File: src/rtl/dcache_ctrl_pkg.sv
// Shared types and helpers for the data-cache controller.
//   XLEN          : processor word width (32)
//   BUS_COMMAND   : main-memory bus command (NONE / LOAD / STORE)
//   MEM_SIZE      : bus access size (BYTE / HALF / WORD / DOUBLE)
//   DCACHE_STATE  : controller FSM state
//   DCACHE_LINE   : one cache line {valid, tag, data[63:0]}
// The line tag field is sized for the smallest possible index (XLEN-3 bits).
// Narrower tags are stored zero-extended, so one struct serves any NUM_LINES.
package dcache_ctrl_pkg;

    localparam int XLEN       = 32;
    localparam int LINE_TAG_W = XLEN - 3;

    typedef enum logic [1:0] {
        BUS_NONE  = 2'd0,
        BUS_LOAD  = 2'd1,
        BUS_STORE = 2'd2
    } BUS_COMMAND;

    typedef enum logic [1:0] {
        BYTE   = 2'd0,
        HALF   = 2'd1,
        WORD   = 2'd2,
        DOUBLE = 2'd3
    } MEM_SIZE;

    typedef enum logic [1:0] {
        DC_IDLE = 2'd0,
        DC_REQ  = 2'd1,
        DC_WAIT = 2'd2
    } DCACHE_STATE;

    typedef struct packed {
        logic                  valid;
        logic [LINE_TAG_W-1:0] tag;
        logic [63:0]           data;
    } DCACHE_LINE;

    // func3[1:0] selects the access width: 00 byte, 01 half, otherwise word.
    function automatic MEM_SIZE size_of(input logic [1:0] sz);
        MEM_SIZE s;
        case (sz)
            2'b00:   s = BYTE;
            2'b01:   s = HALF;
            default: s = WORD;
        endcase
        return s;
    endfunction

    // First byte of the access inside the 8-byte line; address bits below
    // the access size are dropped.
    function automatic logic [2:0] lane_base(input logic [2:0] off, input logic [1:0] sz);
        logic [2:0] b;
        case (sz)
            2'b00:   b = off;
            2'b01:   b = {off[2:1], 1'b0};
            default: b = {off[2], 2'b00};
        endcase
        return b;
    endfunction

    function automatic logic [7:0] byte_mask(input logic [2:0] base, input logic [1:0] sz);
        logic [7:0] m;
        case (sz)
            2'b00:   m = 8'h01 << base;
            2'b01:   m = 8'h03 << base;
            default: m = 8'h0F << base;
        endcase
        return m;
    endfunction

endpackage

File: src/rtl/dcache_ctrl_if.sv
// LSU-side request/response and main-memory bus signals of the data cache.
//   LSU   : mem_read, mem_write, mem_addr, func3, proc2Dmem_data -> mem_hit, load_data
//   Bus   : proc2mem_command/addr/data/size -> mem2proc_response, mem2proc_data, mem2proc_tag
// Handshake: the LSU holds mem_read or mem_write (with address, func3 and data
// stable) until it sees mem_hit high; the request completes in that cycle.
// On the bus a request is accepted in the cycle mem2proc_response is nonzero,
// and that value is the transaction tag; data for it returns later in a cycle
// where mem2proc_tag equals that tag (mem2proc_tag 0 means no data).
// Modport slave is the cache; modport master is the LSU + memory environment.
interface dcache_ctrl_if;
    import dcache_ctrl_pkg::*;

    logic                 mem_read;
    logic                 mem_write;
    logic [XLEN-1:0]      mem_addr;
    logic [2:0]           func3;
    logic [XLEN-1:0]      proc2Dmem_data;
    logic                 mem_hit;
    logic [XLEN-1:0]      load_data;
    BUS_COMMAND           proc2mem_command;
    logic [XLEN-1:0]      proc2mem_addr;
    logic [63:0]          proc2mem_data;
    MEM_SIZE              proc2mem_size;
    logic [3:0]           mem2proc_response;
    logic [63:0]          mem2proc_data;
    logic [3:0]           mem2proc_tag;

    modport slave (
        input  mem_read, mem_write, mem_addr, func3, proc2Dmem_data,
        input  mem2proc_response, mem2proc_data, mem2proc_tag,
        output mem_hit, load_data,
        output proc2mem_command, proc2mem_addr, proc2mem_data, proc2mem_size
    );

    modport master (
        output mem_read, mem_write, mem_addr, func3, proc2Dmem_data,
        output mem2proc_response, mem2proc_data, mem2proc_tag,
        input  mem_hit, load_data,
        input  proc2mem_command, proc2mem_addr, proc2mem_data, proc2mem_size
    );

endinterface

File: src/rtl/dcache_mem.sv
// Direct-mapped line storage for the data cache.
//   clk, reset  : clock, synchronous active-high reset (clears valid bits only)
//   rd_idx_i    : combinational read index
//   rd_line_o   : line at rd_idx_i
//   wr_en_i     : write strobe; sets the line valid and rewrites its tag
//   wr_idx_i    : write index
//   wr_tag_i    : tag written with the line
//   wr_data_i   : 64-bit write data, bytes already in their lanes
//   wr_be_i     : byte enables (all ones for a fill, store mask for a merge)
module dcache_mem
    import dcache_ctrl_pkg::*;
#(
    parameter int NUM_LINES = 32,
    localparam int IDX_W    = $clog2(NUM_LINES)
) (
    input  logic                  clk,
    input  logic                  reset,
    input  logic [IDX_W-1:0]      rd_idx_i,
    output DCACHE_LINE            rd_line_o,
    input  logic                  wr_en_i,
    input  logic [IDX_W-1:0]      wr_idx_i,
    input  logic [LINE_TAG_W-1:0] wr_tag_i,
    input  logic [63:0]           wr_data_i,
    input  logic [7:0]            wr_be_i
);

    logic [NUM_LINES-1:0]  valid_q;
    logic [LINE_TAG_W-1:0] tag_q  [NUM_LINES];
    logic [63:0]           data_q [NUM_LINES];

    always_ff @(posedge clk) begin
        if (reset) begin
            valid_q <= '0;
        end else if (wr_en_i) begin
            valid_q[wr_idx_i] <= 1'b1;
        end
    end

    // Tag and data need no reset: they are only looked at behind a valid bit.
    always_ff @(posedge clk) begin
        if (!reset && wr_en_i) begin
            tag_q[wr_idx_i] <= wr_tag_i;
            for (int b = 0; b < 8; b++) begin
                if (wr_be_i[b]) begin
                    data_q[wr_idx_i][8*b +: 8] <= wr_data_i[8*b +: 8];
                end
            end
        end
    end

    assign rd_line_o.valid = valid_q[rd_idx_i];
    assign rd_line_o.tag   = tag_q[rd_idx_i];
    assign rd_line_o.data  = data_q[rd_idx_i];

endmodule

File: src/rtl/dcache_ctrl.sv
// Direct-mapped, write-through, no-write-allocate data cache with one
// outstanding load miss, between the LSU and the 64-bit tagged memory bus.
//   clk, reset  : clock, synchronous active-high reset
//   bus         : dcache_ctrl_if.slave (LSU request/response + memory bus)
//   dbg_state_o : current controller state
// Load hits answer in the request cycle. A load miss issues BUS_LOAD (retried
// from REQ while the bus rejects it), waits in WAIT for its tag, installs the
// line and returns to IDLE, where the still-held LSU request then hits.
// Stores always go to the bus; mem_hit follows bus acceptance and a resident
// line is merged on that same edge.
module dcache_ctrl
    import dcache_ctrl_pkg::*;
#(
    parameter int NUM_LINES = 32
) (
    input  logic          clk,
    input  logic          reset,
    dcache_ctrl_if.slave  bus,
    output DCACHE_STATE   dbg_state_o
);

    localparam int IDX_W = $clog2(NUM_LINES);
    localparam int TAG_W = XLEN - 3 - IDX_W;

    DCACHE_STATE       state_q, state_d;
    logic [XLEN-4:0]   miss_line_q, miss_line_d;   // line address of the miss
    logic [3:0]        bus_tag_q, bus_tag_d;       // 0 = nothing outstanding

    // Request decode; a read wins if both strobes are high.
    logic                  req_rd, req_wr;
    logic [2:0]            req_off;
    logic [IDX_W-1:0]      req_idx;
    logic [LINE_TAG_W-1:0] req_tag;
    logic [2:0]            acc_base;

    assign req_rd   = bus.mem_read;
    assign req_wr   = bus.mem_write & ~bus.mem_read;
    assign req_off  = bus.mem_addr[2:0];
    assign req_idx  = bus.mem_addr[3 +: IDX_W];
    assign req_tag  = LINE_TAG_W'(bus.mem_addr[XLEN-1 -: TAG_W]);
    assign acc_base = lane_base(req_off, bus.func3[1:0]);

    // Line array
    DCACHE_LINE            rd_line;
    logic                  wr_en;
    logic [IDX_W-1:0]      wr_idx;
    logic [LINE_TAG_W-1:0] wr_tag;
    logic [63:0]           wr_data;
    logic [7:0]            wr_be;

    dcache_mem #(.NUM_LINES(NUM_LINES)) u_mem (
        .clk       (clk),
        .reset     (reset),
        .rd_idx_i  (req_idx),
        .rd_line_o (rd_line),
        .wr_en_i   (wr_en),
        .wr_idx_i  (wr_idx),
        .wr_tag_i  (wr_tag),
        .wr_data_i (wr_data),
        .wr_be_i   (wr_be)
    );

    logic hit, bus_accept, fill;
    assign hit        = rd_line.valid && (rd_line.tag == req_tag);
    assign bus_accept = (bus.mem2proc_response != 4'd0);
    // bus_tag_q is nonzero whenever WAIT is entered; the explicit check keeps
    // a zero (no data) tag from ever completing a fill.
    assign fill       = (state_q == DC_WAIT) && (bus_tag_q != 4'd0) &&
                        (bus.mem2proc_tag == bus_tag_q);

    // Load extraction and extension; func3[2] set means zero-extend.
    logic [XLEN-1:0] ld_word, load_ext;
    logic            sx;
    assign ld_word = XLEN'(rd_line.data >> {acc_base, 3'b000});
    assign sx      = ~bus.func3[2];

    always_comb begin
        case (bus.func3[1:0])
            2'b00:   load_ext = {{(XLEN-8){sx & ld_word[7]}},   ld_word[7:0]};
            2'b01:   load_ext = {{(XLEN-16){sx & ld_word[15]}}, ld_word[15:0]};
            default: load_ext = ld_word;
        endcase
    end

    // Store data moved into its byte lane(s) of the 64-bit bus word.
    logic [63:0] st_raw, store_lane;
    always_comb begin
        case (bus.func3[1:0])
            2'b00:   st_raw = {56'd0, bus.proc2Dmem_data[7:0]};
            2'b01:   st_raw = {48'd0, bus.proc2Dmem_data[15:0]};
            default: st_raw = {{(64-XLEN){1'b0}}, bus.proc2Dmem_data};
        endcase
    end
    assign store_lane = st_raw << {acc_base, 3'b000};

    // State register
    always_ff @(posedge clk) begin
        if (reset) begin
            state_q     <= DC_IDLE;
            miss_line_q <= '0;
            bus_tag_q   <= 4'd0;
        end else begin
            state_q     <= state_d;
            miss_line_q <= miss_line_d;
            bus_tag_q   <= bus_tag_d;
        end
    end

    // Next state
    always_comb begin
        state_d     = state_q;
        miss_line_d = miss_line_q;
        bus_tag_d   = bus_tag_q;
        case (state_q)
            DC_IDLE: begin
                if (req_rd && !hit) begin
                    miss_line_d = bus.mem_addr[XLEN-1:3];
                    if (bus_accept) begin
                        bus_tag_d = bus.mem2proc_response;
                        state_d   = DC_WAIT;
                    end else begin
                        state_d   = DC_REQ;
                    end
                end
            end
            DC_REQ: begin
                if (bus_accept) begin
                    bus_tag_d = bus.mem2proc_response;
                    state_d   = DC_WAIT;
                end
            end
            DC_WAIT: begin
                // Installed regardless of whether the LSU still wants it.
                if (fill) begin
                    bus_tag_d = 4'd0;
                    state_d   = DC_IDLE;
                end
            end
            default: state_d = DC_IDLE;
        endcase
    end

    // Outputs and line-array write port
    logic            hit_o;
    logic [XLEN-1:0] load_o;
    BUS_COMMAND      cmd_o;
    logic [XLEN-1:0] addr_o;
    logic [63:0]     data_o;
    MEM_SIZE         size_o;

    always_comb begin
        hit_o   = 1'b0;
        load_o  = '0;
        cmd_o   = BUS_NONE;
        addr_o  = '0;
        data_o  = '0;
        size_o  = BYTE;
        wr_en   = 1'b0;
        wr_idx  = req_idx;
        wr_tag  = req_tag;
        wr_data = store_lane;
        wr_be   = byte_mask(acc_base, bus.func3[1:0]);
        if (!reset) begin
            case (state_q)
                DC_IDLE: begin
                    if (req_rd) begin
                        if (hit) begin
                            hit_o  = 1'b1;
                            load_o = load_ext;
                        end else begin
                            cmd_o  = BUS_LOAD;
                            addr_o = {bus.mem_addr[XLEN-1:3], 3'b000};
                            size_o = DOUBLE;
                        end
                    end else if (req_wr) begin
                        cmd_o  = BUS_STORE;
                        addr_o = bus.mem_addr;
                        data_o = store_lane;
                        size_o = size_of(bus.func3[1:0]);
                        hit_o  = bus_accept;
                        wr_en  = bus_accept && hit;
                    end
                end
                DC_REQ: begin
                    cmd_o  = BUS_LOAD;
                    addr_o = {miss_line_q, 3'b000};
                    size_o = DOUBLE;
                end
                DC_WAIT: begin
                    if (fill) begin
                        wr_en   = 1'b1;
                        wr_idx  = miss_line_q[IDX_W-1:0];
                        wr_tag  = LINE_TAG_W'(miss_line_q[XLEN-4 -: TAG_W]);
                        wr_data = bus.mem2proc_data;
                        wr_be   = 8'hFF;
                    end
                end
                default: ;
            endcase
        end
    end

    assign bus.mem_hit          = hit_o;
    assign bus.load_data        = load_o;
    assign bus.proc2mem_command = cmd_o;
    assign bus.proc2mem_addr    = addr_o;
    assign bus.proc2mem_data    = data_o;
    assign bus.proc2mem_size    = size_o;
    assign dbg_state_o          = state_q;

endmodule
File: src/flat_wrapper.sv
// flat-port wrapper written by rule: the top's interface ports become plain ports
module dcache_ctrl_flat import dcache_ctrl_pkg::*;
#(
    parameter int NUM_LINES = 32
)
  (clk, reset, dbg_state_o, bus_mem_read, bus_mem_write, bus_mem_addr, bus_func3, bus_proc2Dmem_data, bus_mem2proc_response, bus_mem2proc_data, bus_mem2proc_tag, bus_mem_hit, bus_load_data, bus_proc2mem_command, bus_proc2mem_addr, bus_proc2mem_data, bus_proc2mem_size);
  dcache_ctrl_if bus_i ();
  input  logic clk;
  input  logic reset;
  output DCACHE_STATE dbg_state_o;
  input wire logic [$bits(bus_i.mem_read)-1:0] bus_mem_read;
  input wire logic [$bits(bus_i.mem_write)-1:0] bus_mem_write;
  input wire logic [$bits(bus_i.mem_addr)-1:0] bus_mem_addr;
  input wire logic [$bits(bus_i.func3)-1:0] bus_func3;
  input wire logic [$bits(bus_i.proc2Dmem_data)-1:0] bus_proc2Dmem_data;
  input wire logic [$bits(bus_i.mem2proc_response)-1:0] bus_mem2proc_response;
  input wire logic [$bits(bus_i.mem2proc_data)-1:0] bus_mem2proc_data;
  input wire logic [$bits(bus_i.mem2proc_tag)-1:0] bus_mem2proc_tag;
  output wire logic [$bits(bus_i.mem_hit)-1:0] bus_mem_hit;
  output wire logic [$bits(bus_i.load_data)-1:0] bus_load_data;
  output wire logic [$bits(bus_i.proc2mem_command)-1:0] bus_proc2mem_command;
  output wire logic [$bits(bus_i.proc2mem_addr)-1:0] bus_proc2mem_addr;
  output wire logic [$bits(bus_i.proc2mem_data)-1:0] bus_proc2mem_data;
  output wire logic [$bits(bus_i.proc2mem_size)-1:0] bus_proc2mem_size;
  assign bus_i.mem_read = bus_mem_read;
  assign bus_i.mem_write = bus_mem_write;
  assign bus_i.mem_addr = bus_mem_addr;
  assign bus_i.func3 = bus_func3;
  assign bus_i.proc2Dmem_data = bus_proc2Dmem_data;
  assign bus_i.mem2proc_response = bus_mem2proc_response;
  assign bus_i.mem2proc_data = bus_mem2proc_data;
  assign bus_i.mem2proc_tag = bus_mem2proc_tag;
  assign bus_mem_hit = bus_i.mem_hit;
  assign bus_load_data = bus_i.load_data;
  assign bus_proc2mem_command = bus_i.proc2mem_command;
  assign bus_proc2mem_addr = bus_i.proc2mem_addr;
  assign bus_proc2mem_data = bus_i.proc2mem_data;
  assign bus_proc2mem_size = bus_i.proc2mem_size;
  dcache_ctrl #(.NUM_LINES(NUM_LINES)) u_core (.clk(clk), .reset(reset), .bus(bus_i), .dbg_state_o(dbg_state_o));
endmodule
File: config.mk
export PLATFORM = sky130hd
export DESIGN_NAME = dcache_ctrl_flat
export DESIGN_NICKNAME = d
export VERILOG_FILES = /design/src/rtl/dcache_ctrl_pkg.sv /design/src/rtl/dcache_ctrl_if.sv /design/src/rtl/dcache_mem.sv /design/src/rtl/dcache_ctrl.sv /design/src/flat_wrapper.sv
export SDC_FILE = /design/constraint.sdc
export NUM_CORES = 2
export LEC_CHECK = 0
export BUFFER_PORTS_ARGS = -buffer_cell sky130_fd_sc_hd__buf_4
export CAP_MARGIN = 30
export CORE_MARGIN = 2
export CORE_UTILIZATION = 50
export CTS_CLUSTER_SIZE = 20
export DETAILED_ROUTE_END_ITERATION = 10
export PLACE_DENSITY = 0.69
export SLEW_MARGIN = 20
export SYNTH_ARGS = -nofsm -noshare
export SYNTH_HDL_FRONTEND = slang
export SYNTH_SLANG_ARGS = --single-unit
File: constraint.sdc
create_clock -name clk -period 5.1 [get_ports clk]
set_input_delay 0.255 -clock clk [delete_from_list [all_inputs] [get_ports clk]]
set_output_delay 0.255 -clock clk [all_outputs]
set_load 0.01 [all_outputs]
==> out/results.txt <==
Most frequently used cell type in the post-synthesis netlist -> sky130_fd_sc_hd__edfxtp_1
Number of enable flip-flop cells after synthesis -> 2816
Crit Path Class -> in -> out
Core area -> 0.230 sq mm
Post-synth design cell area -> 0.116 sq mm
Launch point of the worst path -> bus_mem_addr[4]
Cells traversed along the worst timing path -> buf_8 > buf_4 > buf_16 > buf_4 > mux4_2 > mux4_2 > mux2i_1 > nand2_1 > o21ai_0 > a21oi_1 > o21ai_0 > a211oi_2 > buf_4
Leakage -> 45.6 nW
Nets@finish -> 6801
Residual overflow from global routing -> 0
Number of synthesized register bits -> 2883
Crit path max fanout -> 86
Top cell type's share of synthesized area -> 73.0%
Hold Startpoint -> bus_mem2proc_data[0]
Post-route cell area -> 0.137 sq mm
Combinational fraction of design power -> 6.7%
Synth cell types -> 74
Root cell of the clock tree -> sky130_fd_sc_hd__clkbuf_16
Number of buffers added by the clock tree synthesis step -> 298
Worst r2r src -> u_core.u_mem.tag_q[16][9]
Design Power -> 49.9 mW
R2r setup slk -> 380 ps
First drt pass iteration count -> 6
Via density per instance -> 6.38
Reported net switching power -> 10.8 mW
Max Transition Viols Final -> 0
Power Internal -> 39.2 mW
Num Clock Sinks -> 2883
Clk Latency, worst-skew pair -> 940 ps
Flip-flop cell with the highest count after synthesis -> sky130_fd_sc_hd__edfxtp_1
Initial cell density of the core -> 50.3%
Slowest cell delay on critical path -> 620 ps
Number of antenna-violating nets in the routed design -> 0
Number of cells traversed by the worst register-to-register path -> 13
Number of top-level pins -> 278
Least-Margin Pin Slew -> 1040 ps
Via count of the routed design -> 63200
Fmax -> 0.198 GHz
Clk pin slew, worst setup/hold paths -> 60 ps
Placement Rows -> 176
Finish-stage setup viols -> 0
Detailed placement HPWL -> 205000 microns
Setup TNS -> 0 ps
Cell accounting for the most synthesized area -> sky130_fd_sc_hd__edfxtp_1
Endpoint of the worst hold path -> u_core.u_mem.data_q[20][0]
Routed wire length per instance -> 32.3 microns
Layout cell share with drive strength beyond 1 -> 34.7%
Clock tree buffer depth -> 4
Data arrival time of the worst path -> 4800 ps
Run status -> complete, no violations
Count of input and output buffers -> 277
Yosys warning total -> 0
Kind of path behind the tightest hold check -> in -> reg
Die Y -> 485 microns
Number of global-route vias before repair -> 62300
Clock tree from TritonCTS -> built
First-pass GRT wire length -> 456000 microns
Post-Route Hold Slack -> 60.0 ps
Fill cell total of the finished layout -> 16000
Cell types with the largest area share after synthesis -> sky130_fd_sc_hd__edfxtp_1, sky130_fd_sc_hd__mux4_2, sky130_fd_sc_hd__mux2i_1
Number of remaining DRC errors -> 0
DIE AREA -> 0.236 sq mm
Slew HR -> 30.8%
Syn Inst Count -> 5730
PwrDens -> 364 mW/mm^2
Final critical-path required period -> 5060 ps
Final standard cell utilization of the core -> 59.6%
Synthesized area per cell -> 20.2 sq um
WHS Path Cells -> 4
Critical path data required time -> 4850 ps
Worst-case vdd ir drop -> 275 uV
Global placer's final weighted congestion -> 0.898
Endpoint of the most critical register-to-register path -> u_core.u_mem.data_q[23][27]
FFs w/ async S/R, synth -> 0%
Max-cap check violation count -> 0
Critical Path Source Type -> input port
Cell area after placement -> 0.127 sq mm
Pin count of the biggest net entering global routing -> 108
Part of the total power dissipated in the clock network -> 41.2%
Layout overhead on the synthesized area -> 18.3%
CP endpoint kind -> output port
Die X -> 485 microns
Part of the power in registers -> 52.2%
Drt total wl -> 320000 microns
Number of antenna violations at the first check in global routing -> 13
Part of the cycle the worst path needs -> 99.1%
Post-Syn Nets -> 5873
Number of endpoints with negative hold slack in the final report -> 0
Total Routing Usage GR -> 27.0%
Sequential-to-total area share from yosys stat -> 74.2%
Standard cell with the maximum stage delay on the critical path -> sky130_fd_sc_hd__o21ai_0
Worst clock skew -> 90.4 ps
Most used cell along the critical path -> sky130_fd_sc_hd__buf_4
Maximum level of the CTS H-tree -> 5
Net switching share of the total power -> 21.6%
Iter 0 DRT Violations -> 9093
Post-synth top cells -> sky130_fd_sc_hd__edfxtp_1, sky130_fd_sc_hd__mux4_2, sky130_fd_sc_hd__nor2_1
[registers in the layout, summed over array words and instances (netlist names)]
name	cells
u_core.miss_line_q	29
u_core.bus_tag_q	4
u_core.u_mem.data_q	2048
u_core.u_mem.valid_q	32
u_core.u_mem.tag_q	768
u_core.dbg_state_o	2
[power groups by stage]
stage | logic, mW | registers, mW | clock network [mW]
after global placement | 3.16 | 26.6 | 0
after CTS | 3.28 | 26.0 | 20.8
after global routing | 3.45 | 26.0 | 21.7
after detailed placement | 3.20 | 26.6 | 0
after floorplan | 1.77 | 26.6 | 0
final | 3.32 | 26.1 | 20.5
[layer usage]
layer / part of all wire [%] / GRT usage [%] / up-vias / routed length (microns)
met2: 48 / 43.0 / 3847 / 154000
li1: - / - / 25600 / -
met4: 3.1 / 7.77 / 6 / 9840
met5: 0.010 / 0 / - / 32
met1: 38 / 37.8 / 33200 / 122000
met3: 11 / 6.04 / 535 / 33800
[how the worst max path moves through the flow]
| stage | endpoint | cells past startpoint |
|---|---|---|
| 3_3_place_gp | u_core.u_mem.data_q[3][61] | 14 |
| 5_1_grt | bus_proc2mem_addr[10] | 13 |
| 3_5_place_dp | u_core.u_mem.data_q[23][30] | 14 |
| 6_report | bus_load_data[13] | 13 |
| 4_1_cts | bus_load_data[0] | 14 |
| 2_1_floorplan | u_core.u_mem.tag_q[0][0] | 16 |
[layout make-up]
| type | count | area (sq um) | area share [%] |
|---|---|---|---|
| inverters | 46 | 180 | 0.131 |
| multi-input cells | 2401 | 29000 | 21.1 |
| repair buffers | 1028 | 9160 | 6.68 |
| clock buffers | 375 | 7910 | 5.77 |
| flip-flops and latches | 2883 | 85900 | 62.7 |
| clock inverters | 129 | 1130 | 0.822 |
| well taps | 3026 | 3790 | 2.76 |
| diodes | 9 | 22.5 | 0.0164 |
[logic make-up (layout without fill, tap and decap cells)]
kind of cell,count (synthesis),after routing,share of synthesized area [%]
XOR/XNOR,21,21,0.159
AO/OA/AOI/OAI,434,434,2.60
flip-flops,2883,2883,74.2
AND/OR/NAND/NOR,913,913,3.80
buffers and inverters,446,1578,1.90
other,0,9,0
multiplexers,1033,1033,17.4
[layout by cell type (no fill, tap or decap), drive strengths merged, types with 6 or more instances in the layout]
master / netlist / layout
nor2: 259 / 259
o21ai: 63 / 63
mux4: 777 / 777
mux2i: 202 / 202
nand3b: 8 / 8
clkinv: 1 / 94
nand2: 244 / 244
dfxtp: 67 / 67
buf: 234 / 949
a31oi: 9 / 9
clkbuf: 166 / 375
bufinv: 0 / 19
mux2: 54 / 54
and3: 36 / 36
nand2b: 17 / 17
xnor2: 10 / 10
nor4: 7 / 7
o22ai: 49 / 49
clkinvlp: 0 / 11
o31ai: 51 / 51
edfxtp: 2816 / 2816
or3: 6 / 6
diode: 0 / 9
inv: 45 / 51
a221oi: 7 / 7
and2: 11 / 11
nand4: 13 / 13
nor3b: 7 / 7
dlygate4sd3: 0 / 78
nor2b: 19 / 19
a22o: 35 / 35
a22oi: 49 / 49
a211oi: 42 / 42
nand3: 52 / 52
xor2: 11 / 11
nor3: 212 / 212
a21oi: 69 / 69
[timing repair]
item                                    4_1_cts  5_1_grt
pin swaps                                     2        2
cloned                                        1        0
resized for setup                            28       12
endpoints found under the hold margin       359        0
hold buffers                                 78        0
setup buffers                                 1        1
endpoints found under the setup margin       64       53
[critical path, delay by kind of cell]
kind                   cells  cell delay, ps
and+or+nand+nor            1             130
AOI/OAI and AO/OA          4            1080
buffers and inverters      5            1710
muxes                      3            1430
[metrics by stage]
stage | setup slack [ps] | cells
finish | 44.5 | 9897
CTS | -5.92 | 9884
global placement | -316 | 9297
detailed placement | -361 | 9300
floorplan | 196 | 5730
global route | -22.7 | 9891
Note: power is estimated with default switching activity, not from simulation.
